`src/rtl/rr_arb16_ctrl_pkg.sv`:
```
// Shared definitions for the 16-way round-robin arbiter: sizes, FSM encoding, helpers.
package rr_arb16_ctrl_pkg;

  localparam int unsigned NREQ  = 16;
  localparam int unsigned SEL_W = 4;

  typedef enum logic {
    ST_IDLE = 1'b0,
    ST_BUSY = 1'b1
  } arb_state_e;

  // Binary requester index to one-hot grant vector.
  function automatic logic [NREQ-1:0] idx2oh(input logic [SEL_W-1:0] idx);
    return NREQ'(1) << idx;
  endfunction

endpackage

```
`src/rtl/rr_pick16.sv`:
```
// Combinational rotate-priority encoder: first set request at or above i_ptr, wrapping upward.
module rr_pick16
  import rr_arb16_ctrl_pkg::*;
(
  input  logic [NREQ-1:0]  i_req,
  input  logic [SEL_W-1:0] i_ptr,
  output logic             o_any,
  output logic [SEL_W-1:0] o_idx
);

  logic [SEL_W-1:0] w_cand;

  // Scan from the farthest offset down so the nearest set bit after i_ptr wins.
  always_comb begin
    o_any  = |i_req;
    o_idx  = '0;
    w_cand = '0;
    for (int k = NREQ - 1; k >= 0; k--) begin
      w_cand = i_ptr + SEL_W'(k);
      if (i_req[w_cand]) begin
        o_idx = w_cand;
      end
    end
  end

endmodule

```
`src/rtl/rr_arb16_ctrl.sv`:
```
// Round-robin arbiter for one 16:1-muxed shared resource. Holds a grant until done, then rotates.
// Optional forced release after TIMEOUT cycles without done: define ARB_TIMEOUT_EN.
module rr_arb16_ctrl
  import rr_arb16_ctrl_pkg::*;
#(
  parameter int unsigned TIMEOUT = 255,
  parameter int unsigned CNT_W   = 8
) (
  input  logic             i_clk,
  input  logic             i_rst,
  input  logic [NREQ-1:0]  i_req,
  input  logic             i_done,
  output logic [NREQ-1:0]  o_gnt,
  output logic             o_gnt_valid,
  output logic [SEL_W-1:0] o_sel,
  output logic             o_timeout
);

  if (TIMEOUT >= (64'd1 << CNT_W)) begin : g_bad_cfg
    $error("TIMEOUT must fit in CNT_W bits");
  end

  arb_state_e       r_state, w_state_d;
  logic [NREQ-1:0]  r_gnt, w_gnt_d;
  logic [SEL_W-1:0] r_sel, w_sel_d;
  logic [SEL_W-1:0] r_last, w_last_d;
  logic             r_valid, w_valid_d;

  logic             w_busy;
  logic             w_hit;
  logic             w_release;
  logic             w_new_grant;
  logic [SEL_W-1:0] w_ptr;
  logic             w_any;
  logic [SEL_W-1:0] w_idx;

  assign w_busy    = (r_state == ST_BUSY);
  assign w_release = w_busy & (i_done | w_hit);
  // In BUSY the pointer follows the current owner, since it becomes "last" on release.
  assign w_ptr     = (w_busy ? r_sel : r_last) + SEL_W'(1);

  rr_pick16 u_pick (
    .i_req (i_req),
    .i_ptr (w_ptr),
    .o_any (w_any),
    .o_idx (w_idx)
  );

  // Next-state for FSM, grant, select and round-robin pointer.
  always_comb begin
    w_state_d   = r_state;
    w_gnt_d     = r_gnt;
    w_sel_d     = r_sel;
    w_last_d    = r_last;
    w_valid_d   = r_valid;
    w_new_grant = 1'b0;
    unique case (r_state)
      ST_IDLE: begin
        if (w_any) begin
          w_new_grant = 1'b1;
          w_state_d   = ST_BUSY;
        end
      end
      ST_BUSY: begin
        if (w_release) begin
          w_last_d = r_sel;
          if (w_any) begin
            w_new_grant = 1'b1;
          end else begin
            // sel keeps the last granted index while idle
            w_gnt_d   = '0;
            w_valid_d = 1'b0;
            w_state_d = ST_IDLE;
          end
        end
      end
      default: w_state_d = ST_IDLE;
    endcase
    if (w_new_grant) begin
      w_gnt_d   = idx2oh(w_idx);
      w_sel_d   = w_idx;
      w_valid_d = 1'b1;
    end
  end

  // Registered state and outputs; reset drops any grant immediately.
  always_ff @(posedge i_clk or posedge i_rst) begin
    if (i_rst) begin
      r_state <= ST_IDLE;
      r_gnt   <= '0;
      r_sel   <= '0;
      r_last  <= SEL_W'(NREQ - 1);
      r_valid <= 1'b0;
    end else begin
      r_state <= w_state_d;
      r_gnt   <= w_gnt_d;
      r_sel   <= w_sel_d;
      r_last  <= w_last_d;
      r_valid <= w_valid_d;
    end
  end

`ifdef ARB_TIMEOUT_EN
  logic [CNT_W-1:0] r_cnt, w_cnt_d;
  logic             r_timeout;

  assign w_hit = w_busy & (r_cnt == CNT_W'(TIMEOUT));

  // Hold-time counter: cleared on each new grant, counts BUSY cycles without done.
  always_comb begin
    w_cnt_d = r_cnt;
    if (w_new_grant || !w_busy) begin
      w_cnt_d = '0;
    end else if (!i_done) begin
      w_cnt_d = r_cnt + CNT_W'(1);
    end
  end

  // Timeout counter and one-cycle pulse; a real done wins over a coincident timeout.
  always_ff @(posedge i_clk or posedge i_rst) begin
    if (i_rst) begin
      r_cnt     <= '0;
      r_timeout <= 1'b0;
    end else begin
      r_cnt     <= w_cnt_d;
      r_timeout <= w_hit & ~i_done;
    end
  end

  assign o_timeout = r_timeout;
`else
  assign w_hit     = 1'b0;
  assign o_timeout = 1'b0;
`endif

  assign o_gnt       = r_gnt;
  assign o_gnt_valid = r_valid;
  assign o_sel       = r_sel;

endmodule
```
`config.mk`:
```
export PLATFORM = sky130hd
export DESIGN_NAME = rr_arb16_ctrl
export DESIGN_NICKNAME = d
export VERILOG_FILES = /design/src/rtl/rr_arb16_ctrl_pkg.sv /design/src/rtl/rr_pick16.sv /design/src/rtl/rr_arb16_ctrl.sv
export SDC_FILE = /design/constraint.sdc
export NUM_CORES = 1
export LEC_CHECK = 0
export CAP_MARGIN = 10
export CORE_ASPECT_RATIO = 1.2
export CORE_MARGIN = 5
export CORE_UTILIZATION = 63
export DETAILED_ROUTE_END_ITERATION = 8
export GPL_TIMING_DRIVEN = 0
export PLACE_DENSITY = 0.9
export SLEW_MARGIN = 25
export SYNTH_ARGS = -nofsm -noshare
export SYNTH_HDL_FRONTEND = slang
export SYNTH_HIERARCHICAL = 1
export SYNTH_SLANG_ARGS = --single-unit
export TNS_END_PERCENT = 10
```
`constraint.sdc`:
```
create_clock -name i_clk -period 14.15 [get_ports i_clk]
set_clock_uncertainty 0.15 [all_clocks]
set_input_delay 3.5375 -clock i_clk [delete_from_list [all_inputs] [get_ports i_clk]]
set_output_delay 3.5375 -clock i_clk [all_outputs]
set_load 0.02 [all_outputs]
```
==> metrics.csv, run 1 <==
metric,value,unit
run status,"finished, final reports clean",
CTS max path bufs,2,
die area,7340,um^2
critical path peak fanout,9,
final routed DRC violation total,0,
multiplexer share of the synthesized area,38.4,%
Crit. End Element,flop,
"Slowest-stage cell, CP",clkdlybuf4s50_1,
Post-synth EDFFs,0,
Worst Max-Slew Pin Slew,1.00,ns
largest net degree at the start of global routing,27,
synthesized area,3600,um^2
DR pass1 iterations,6,
RSZ-0062 raised after global routing,no,
Worst Setup Path Type,in2reg,
post-synthesis xor/xnor area fraction,4.20,%
Synth async-reset ratio,100,%
worst path bufs/invs,1,
die width,79.1,um
post-synth top area cell,mux4_2,
Chip Height,92.9,um
critical path's most frequent cell,mux2i_1,
"Seq/Total Area, Yosys",18.2,%
"CP delay by family, top",multiplexers,
clock slew at reported path FFs,0.09,ns
ant diodes,0,
RePlAce Congestion,0.956,
Seq cells post-synth,26,
Worst Path Arrival,7.39,ns
"Core Util, Final",74.1,%
io pins,41,
number of clock buffers inserted by TritonCTS,3,
most frequent cells in the layout,"39 x nand2_1, 39 x clkdlybuf4s50_1, 32 x mux2i_1",
fraction of the mapped netlist area in adder cells,2.78,%
Final nets,424,
share of layout cells above drive strength 1,22.7,%
CTS tree,done,
final hold vios,0,
hold buffer count at CTS,0,
yosys warns,6,
TNS Setup,0,ns
Final setup violation count,0,
"antenna viol nets, final",0,
Post-CTS Resized,0,
Post-Route WL,10700,um
max incr delay on CP,0.68,ns
Placeable Area,5590,um^2
gr usage total,29.9,%
initial DRC count,440,
CTS Sinks,26,
synthesized instance count,353,
syn nets,380,
hold crit path type,reg2reg,
Post-Synth Simple-Gate Area,13.7,%
Slew Limit Fails,0,
Synth area leaders,"mux4_2 18%, dfrtp_1 15%, mux2i_1 8.9%",
grt total ovfl,0,
clk_lat worst skew,0.27,ns
pre-CTS WS,6.66,ns
vias,3416,
Post-CTS Setup Bufs,0,
initial antenna violation count,0,
ys flop type,dfrtp_1,
Slew HR,31.4,%
Mean Syn Cell Area,10.2,um^2
root buf cell,clkbuf_8,
"Period Utilization, post-route",52.1,%
Syn-to-layout area delta,15.0,%
vias in the first global route,3416,
WP data required,14.16,ns
post-synth top area share,18.1,%
area fraction in compound gates after synthesis,16.9,%
max_cap viols,0,
Final min period,7.38,ns
Synth cell types,72,
Via density,7.43,
hpwl dp,7810,um
H-tree depth,1,
main combinational cell family by area after synthesis,multiplexers,
worst setup margin,6.77,ns
first-pass GRT wire length,17400,um
startpoint types,input pin,
achievable frequency,0.136,GHz
WL per Instance,23.3,um
std cell rows,30,
Initial Util,64.5,%
crit-path cells,clkdlybuf4s50_1 -> mux2i_1 -> mux4_2 -> mux2i_1 -> mux2i_1 -> a21oi_1 -> a221o_1 -> a31oi_1 -> nand2_1 -> o21ai_0,
# port buffers,39,
[stage by stage]
stage / std cells / instance area, um^2 / hold slack [ns]
floorplan: 353 / 3600 / 0.310
global placement: 456 / 4080 / 0.315
detailed placement: 456 / 4080 / 0.330
CTS: 460 / 4150 / 0.340
global route: 460 / 4150 / 0.364
finish: 460 / 4150 / 0.342
[kinds of logic (layout without fill, tap and decap cells)]
kind of cell / count (synthesis) / after routing
muxes: 89 / 89
AOI/OAI and AO/OA: 83 / 83
xor gates and xnor gates: 13 / 13
and+or+nand+nor: 96 / 96
buffers and inverters: 37 / 80
DFF: 26 / 26
other: 1 / 1
adders and majority gates: 8 / 8
[routing by layer]
layer / global-route usage (%) / part of all wire [%]
met1: 38.9 / 38
met2: 48.7 / 50
met3: 4.77 / 8.2
met4: 13.5 / 4.5
met5: 0 / 0
[worst paths after layout]
kind	from	end	slack, ns	depth (start not counted)
max	i_req[0]	o_gnt[15]	6.77	10
min	o_gnt[11]	o_gnt[11]	0.34	2
max reg2reg	r_state	o_gnt[15]	7.18	19
max in group asynchronous	i_rst	o_gnt[11]	9.93	2
min reg2reg	o_gnt[11]	o_gnt[11]	0.34	2
min in group asynchronous	i_rst	o_gnt[8]	3.50	2
[worst register-to-register path, stage by stage (launching register included)]
cell      delay, ns
dfrtp_1        0.36
buf_6          0.16
mux2i_1        0.48
inv_1          0.10
ha_1           0.52
buf_6          0.22
clkbuf_1       0.54
inv_1          0.36
ha_1           0.39
buf_6          0.13
buf_8          0.16
buf_2          0.25
mux4_1         0.40
mux4_2         0.62
or3_1          0.36
a221oi_2       0.19
nor4_1         0.08
a22oi_1        0.75
nand2_1        0.30
o21ai_0        0.34
[cells in the mapped netlist (all sizes together) (6+ instances only)]
cell type   n
o31ai       7
nand2b      6
nor2       12
mux4       34
buf        16
o22ai       6
nor4        7
nand2      40
xnor2      10
o21ai      17
mux2i      33
ha          8
mux2       22
a21oi      16
dfrtp      22
nor3        8
inv        17
[flip-flops by register name, indices dropped and copies added, names as in the netlist]
signal	count
o_gnt	16
r_last	4
o_gnt_valid	1
r_state	1
o_sel	4
[final cells by class]
| cell class | count | area (um^2) |
|---|---|---|
| fill | 377 | 1450 |
| buffer | 19 | 143 |
| timing repair buffer | 39 | 390 |
| sequential | 26 | 656 |
| multi-input combinational | 290 | 2740 |
| clock inverter | 1 | 30.0 |
| clock buffer | 3 | 41.3 |
| inverter | 18 | 67.6 |
| tap | 64 | 80.1 |
Power of run 1 is left out: the tool's default activity adds up to more than one toggle a clock period on the data nets, which glitch-free logic cannot reach.
==> inputs of run 2 (changes only) <==
CORE_UTILIZATION = 52   (was 63)
PLACE_DENSITY = 0.8   (was 0.9)
clock period = 6.4 ns   (was 14.15 ns; I/O delays follow)
==> run 2 against run 1 <==
Sequential share of layout area shrank 0.095 points; worst hold slack lost 0.0064 ns; critical endpoint is now o_gnt[10]; cell count grew 5.0%; core utilization shrank 13 points.
==> metrics.csv, run 2 (synthesis results as in run 1) <==
metric,value,unit
run status,"finished, final reports clean",
final hold vios,0,
Worst Setup Path Type,reg2reg,
std cell rows,33,
RSZ-0062 raised after global routing,no,
hold path startpoint,o_gnt[2],
vias in the first global route,3045,
reg2reg path depth,19,
Final setup violation count,0,
root buf cell,clkbuf_8,
final routed DRC violation total,0,
WP data required,6.43,ns
Syn-to-layout area delta,15.7,%
startpoint types,flop,
first-pass GRT wire length,15400,um
critical path's most frequent cell,buf_6,
"antenna viol nets, final",0,
clock slew at reported path FFs,0.09,ns
ant diodes,0,
clk_lat worst skew,0.27,ns
Slew HR,42.7,%
FF-to-FF Start,r_state,
number of clock buffers inserted by TritonCTS,3,
hold buffer count at CTS,0,
Final nets,424,
critical path peak fanout,10,
Worst Path Arrival,6.07,ns
Worst Max-Slew Pin Slew,0.835,ns
"Slowest-stage cell, CP",mux4_2,
area of the multi-input gates,2760,um^2
# port buffers,39,
share of layout cells above drive strength 1,24.2,%
DR pass1 iterations,5,
Via density,6.65,
CTS Sinks,26,
largest net degree at the start of global routing,27,
gr usage total,22.0,%
hold crit path type,reg2reg,
R2R Setup Slk,0.36,ns
Slew Limit Fails,0,
initial DRC count,293,
Initial Util,52.9,%
RePlAce Congestion,0.975,
initial antenna violation count,0,
die area,8700,um^2
Final min period,6.04,ns
grt total ovfl,0,
crit-path cells,buf_6 -> mux2i_2 -> inv_1 -> ha_2 -> buf_6 -> clkbuf_2 -> inv_1 -> ha_1 -> buf_6 -> buf_8 -> mux4_2 -> mux4_2 -> nor2b_1 -> o311ai_1 -> nand3_1 -> a211oi_1 -> buf_2 -> nand4_1 -> o31ai_1,
CTS max path bufs,2,
Chip Height,101,um
Post-Route WL,9510,um
most frequent cells in the layout,"39 x nand2_1, 39 x clkdlybuf4s50_1, 30 x mux2i_1",
FF/Latch Area,656,um^2
hpwl dp,7330,um
max_cap viols,0,
reg2reg end,o_gnt[10],
io pins,41,
fillers,572,
hold path cells,2,
max incr delay on CP,0.57,ns
max reg flops,16,
CTS tree,done,
Placeable Area,6810,um^2
Crit. End Element,flop,
WL per Instance,19.7,um
achievable frequency,0.166,GHz
die width,86.0,um
hold endpoint,o_gnt[2],
TNS Setup,0,ns
"Period Utilization, post-route",94.4,%
vias,3214,
H-tree depth,1,
[run 2: changes by cell type in the layout (fill, tap and decap cells not counted), sizes merged]
cell and change:
clkbuf +1, bufinv -1, clkinv -1, inv +1
[run 2: how the worst max path moves through the flow]
stage | from | depth (start not counted) | to
after floorplan | r_state | 19 | o_gnt[9]
after global placement | r_state | 19 | o_gnt[9]
after detailed placement | r_state | 19 | o_gnt[9]
after CTS | r_state | 20 | o_gnt[10]
after global routing | r_state | 20 | o_gnt[2]
final | r_state | 19 | o_gnt[10]
[run 2: layout make-up]
| type | count | area share (%) |
|---|---|---|
| Sequential cell | 26 | 15.7 |
| Clock buffer | 4 | 1.08 |
| Multi-Input combinational cell | 290 | 66.2 |
| Tap cell | 87 | 2.61 |
| Inverter | 18 | 1.62 |
| Timing Repair Buffer | 39 | 9.36 |
| Buffer | 19 | 3.45 |
[run 2: through the flow]
| stage | utilization (%) | cells | hold slack [ns] | worst slack [ns] | cell area (um^2) |
|---|---|---|---|---|---|
| after floorplan | - | 353 | 0.310 | 1.04 | 3600 |
| after global placement | 60.2 | 479 | 0.314 | 0.0268 | 4100 |
| after detailed placement | 60.2 | 479 | 0.315 | -0.109 | 4100 |
| after CTS | 61.1 | 483 | 0.335 | 0.280 | 4160 |
| after global routing | 61.2 | 483 | 0.353 | 0.0262 | 4170 |
| final | 61.2 | 483 | 0.336 | 0.361 | 4170 |
[run 2: timing repair]
item | in CTS | in global routing
cloned | 0 | 0
buffers inserted | 0 | 0
endpoints found under the setup margin | 12 | 8
gates resized for setup | 3 | 3
[run 2: critical path, delay by kind of cell (launching register included)]
family,cells,cell delay [ns]
buffers and inverters,8,1.61
multiplexers,3,1.47
AO/OA/AOI/OAI,3,1.04
adder cells (fa/ha/maj),2,0.81
AND/OR/NAND/NOR,3,0.50
flip-flops,1,0.35
[run 2: per-layer routing]
layer	up-vias	global-route usage, %	part of all wire (%)
met5	-	0	0
li1	1475	-	-
met3	17	3.50	6.8
met1	1584	29.5	42
met2	138	37.6	49
met4	0	4.87	1.9
Power of run 2 is left out for the same reason.
==> inputs of run 3 (changes only) <==
CORE_UTILIZATION = 58   (was 52)
PLACE_DENSITY = 0.84   (was 0.8)
clock period = 5.9 ns   (was 6.4 ns; I/O delays follow)
==> run 3 against run 2 <==
Core utilization up 8.9 points; worst hold slack better by 0.0013 ns; cell area up 1.7%; sequential share of layout area down 0.26 points; setup slack worse by 0.096 ns; largest cell class unchanged.
==> metrics.csv, run 3 (synthesis results as in run 1) <==
metric,value,unit
Slew HR,34.7,%
Slew Limit Fails,0,
initial DRC count,282,
final routed DRC violation total,0,
Initial Util,59.6,%
vias,3328,
vias in the first global route,3314,
CTS tree,done,
Crit. End Element,flop,
std cell rows,31,
ant diodes,0,
achievable frequency,0.177,GHz
fillers,452,
max_cap viols,0,
"Period Utilization, post-route",95.5,%
Final min period,5.63,ns
max reg flops,16,
largest net degree at the start of global routing,27,
RePlAce Congestion,0.954,
WL per Instance,21.5,um
most frequent cells in the layout,"39 x nand2_1, 39 x clkdlybuf4s50_1, 29 x mux2i_1, 29 x mux4_2, 22 x dfrtp_1",
startpoint types,flop,
final hold vios,0,
area of the multi-input gates,2800,um^2
critical path peak fanout,19,
grt total ovfl,0,
CTS Sinks,26,
Worst Path Arrival,5.65,ns
Final setup violation count,0,
Via density,6.95,
# port buffers,39,
H-tree depth,1,
hold crit path type,reg2reg,
share of layout cells above drive strength 1,25.4,%
Post-Route WL,10300,um
Placeable Area,6050,um^2
dpl cell area,4100,um^2
gr usage total,27.1,%
"antenna viol nets, final",0,
first-pass GRT wire length,16700,um
Syn-to-layout area delta,17.7,%
clock slew at reported path FFs,0.09,ns
DR pass1 iterations,5,
number of clock buffers inserted by TritonCTS,3,
Worst Max-Slew Pin Slew,0.952,ns
root buf cell,clkbuf_8,
CTS max path bufs,2,
WP data required,5.92,ns
FF/Latch Area,656,um^2
Final nets,425,
Chip Height,96.4,um
Worst Setup Path Type,reg2reg,
fin area,4240,um^2
die width,82.0,um
io pins,41,
die area,7900,um^2
clk_lat worst skew,0.27,ns
hpwl dp,7630,um
initial antenna violation count,0,
run status,"finished, final reports clean",
run 3: path summary, 6_finish.rpt:
check                      startpoint  slack [ns]        to  depth (start not counted)
max in group asynchronous       i_rst        3.75  o_gnt[8]                          2
min in group asynchronous       i_rst        1.43  o_sel[2]                          2
hold reg to reg              o_gnt[8]        0.34  o_gnt[8]                          2
hold / removal               o_gnt[8]        0.34  o_gnt[8]                          2
setup reg to reg              r_state        0.27  o_gnt[9]                         18
setup / recovery              r_state        0.27  o_gnt[9]                         18
run 3: area by class of cell:
type	count	area share, %
Buffer	18	3.33
Clock buffer	3	0.973
Clock inverter	1	0.708
Inverter	18	1.59
Multi-Input combinational cell	290	66.0
Sequential cell	26	15.5
Tap cell	82	2.42
Timing Repair Buffer	41	9.56
run 3: per-layer routing:
layer  GRT usage, %  vias to the layer above  routed length, um
met5              0                        -                  0
met4           7.76                        0                172
met3           4.03                       16                841
met2           43.8                      194               5290
met1           37.7                     1642               4000
li1               -                     1476                  -
run 3: metrics by stage:
stage	utilization [%]	instances	worst slack, ns	hold slack, ns	setup TNS [ns]
after CTS	69.1	477	0.0745	0.341	0
after global placement	67.7	474	-0.581	0.313	-7.71
final	70.1	479	0.265	0.337	0
after detailed placement	67.7	474	-0.740	0.320	-11.04
after floorplan	-	353	0.539	0.310	0
after global routing	70.1	479	-0.0362	0.367	-0.0362
run 3: critical path: stages, from the launching register on:
cell,delay (ns)
dfrtp_1,0.35
buf_6,0.17
mux2i_1,0.35
inv_1,0.10
ha_2,0.45
buf_6,0.26
inv_1,0.21
ha_1,0.35
buf_6,0.13
buf_8,0.15
buf_2,0.26
mux4_1,0.39
mux4_2,0.62
or3_1,0.36
a221oi_2,0.18
nor4_1,0.09
a22oi_2,0.30
or2b_1,0.35
o31ai_1,0.29
run 3: timing repair:
| action | CTS | global route |
|---|---|---|
| setup buffers | 0 | 2 |
| resized for setup | 4 | 8 |
| setup endpoints to repair | 20 | 15 |
| pin swaps | 0 | 1 |
| hold buffers | 0 | 0 |
Power of run 3 is left out for the same reason.
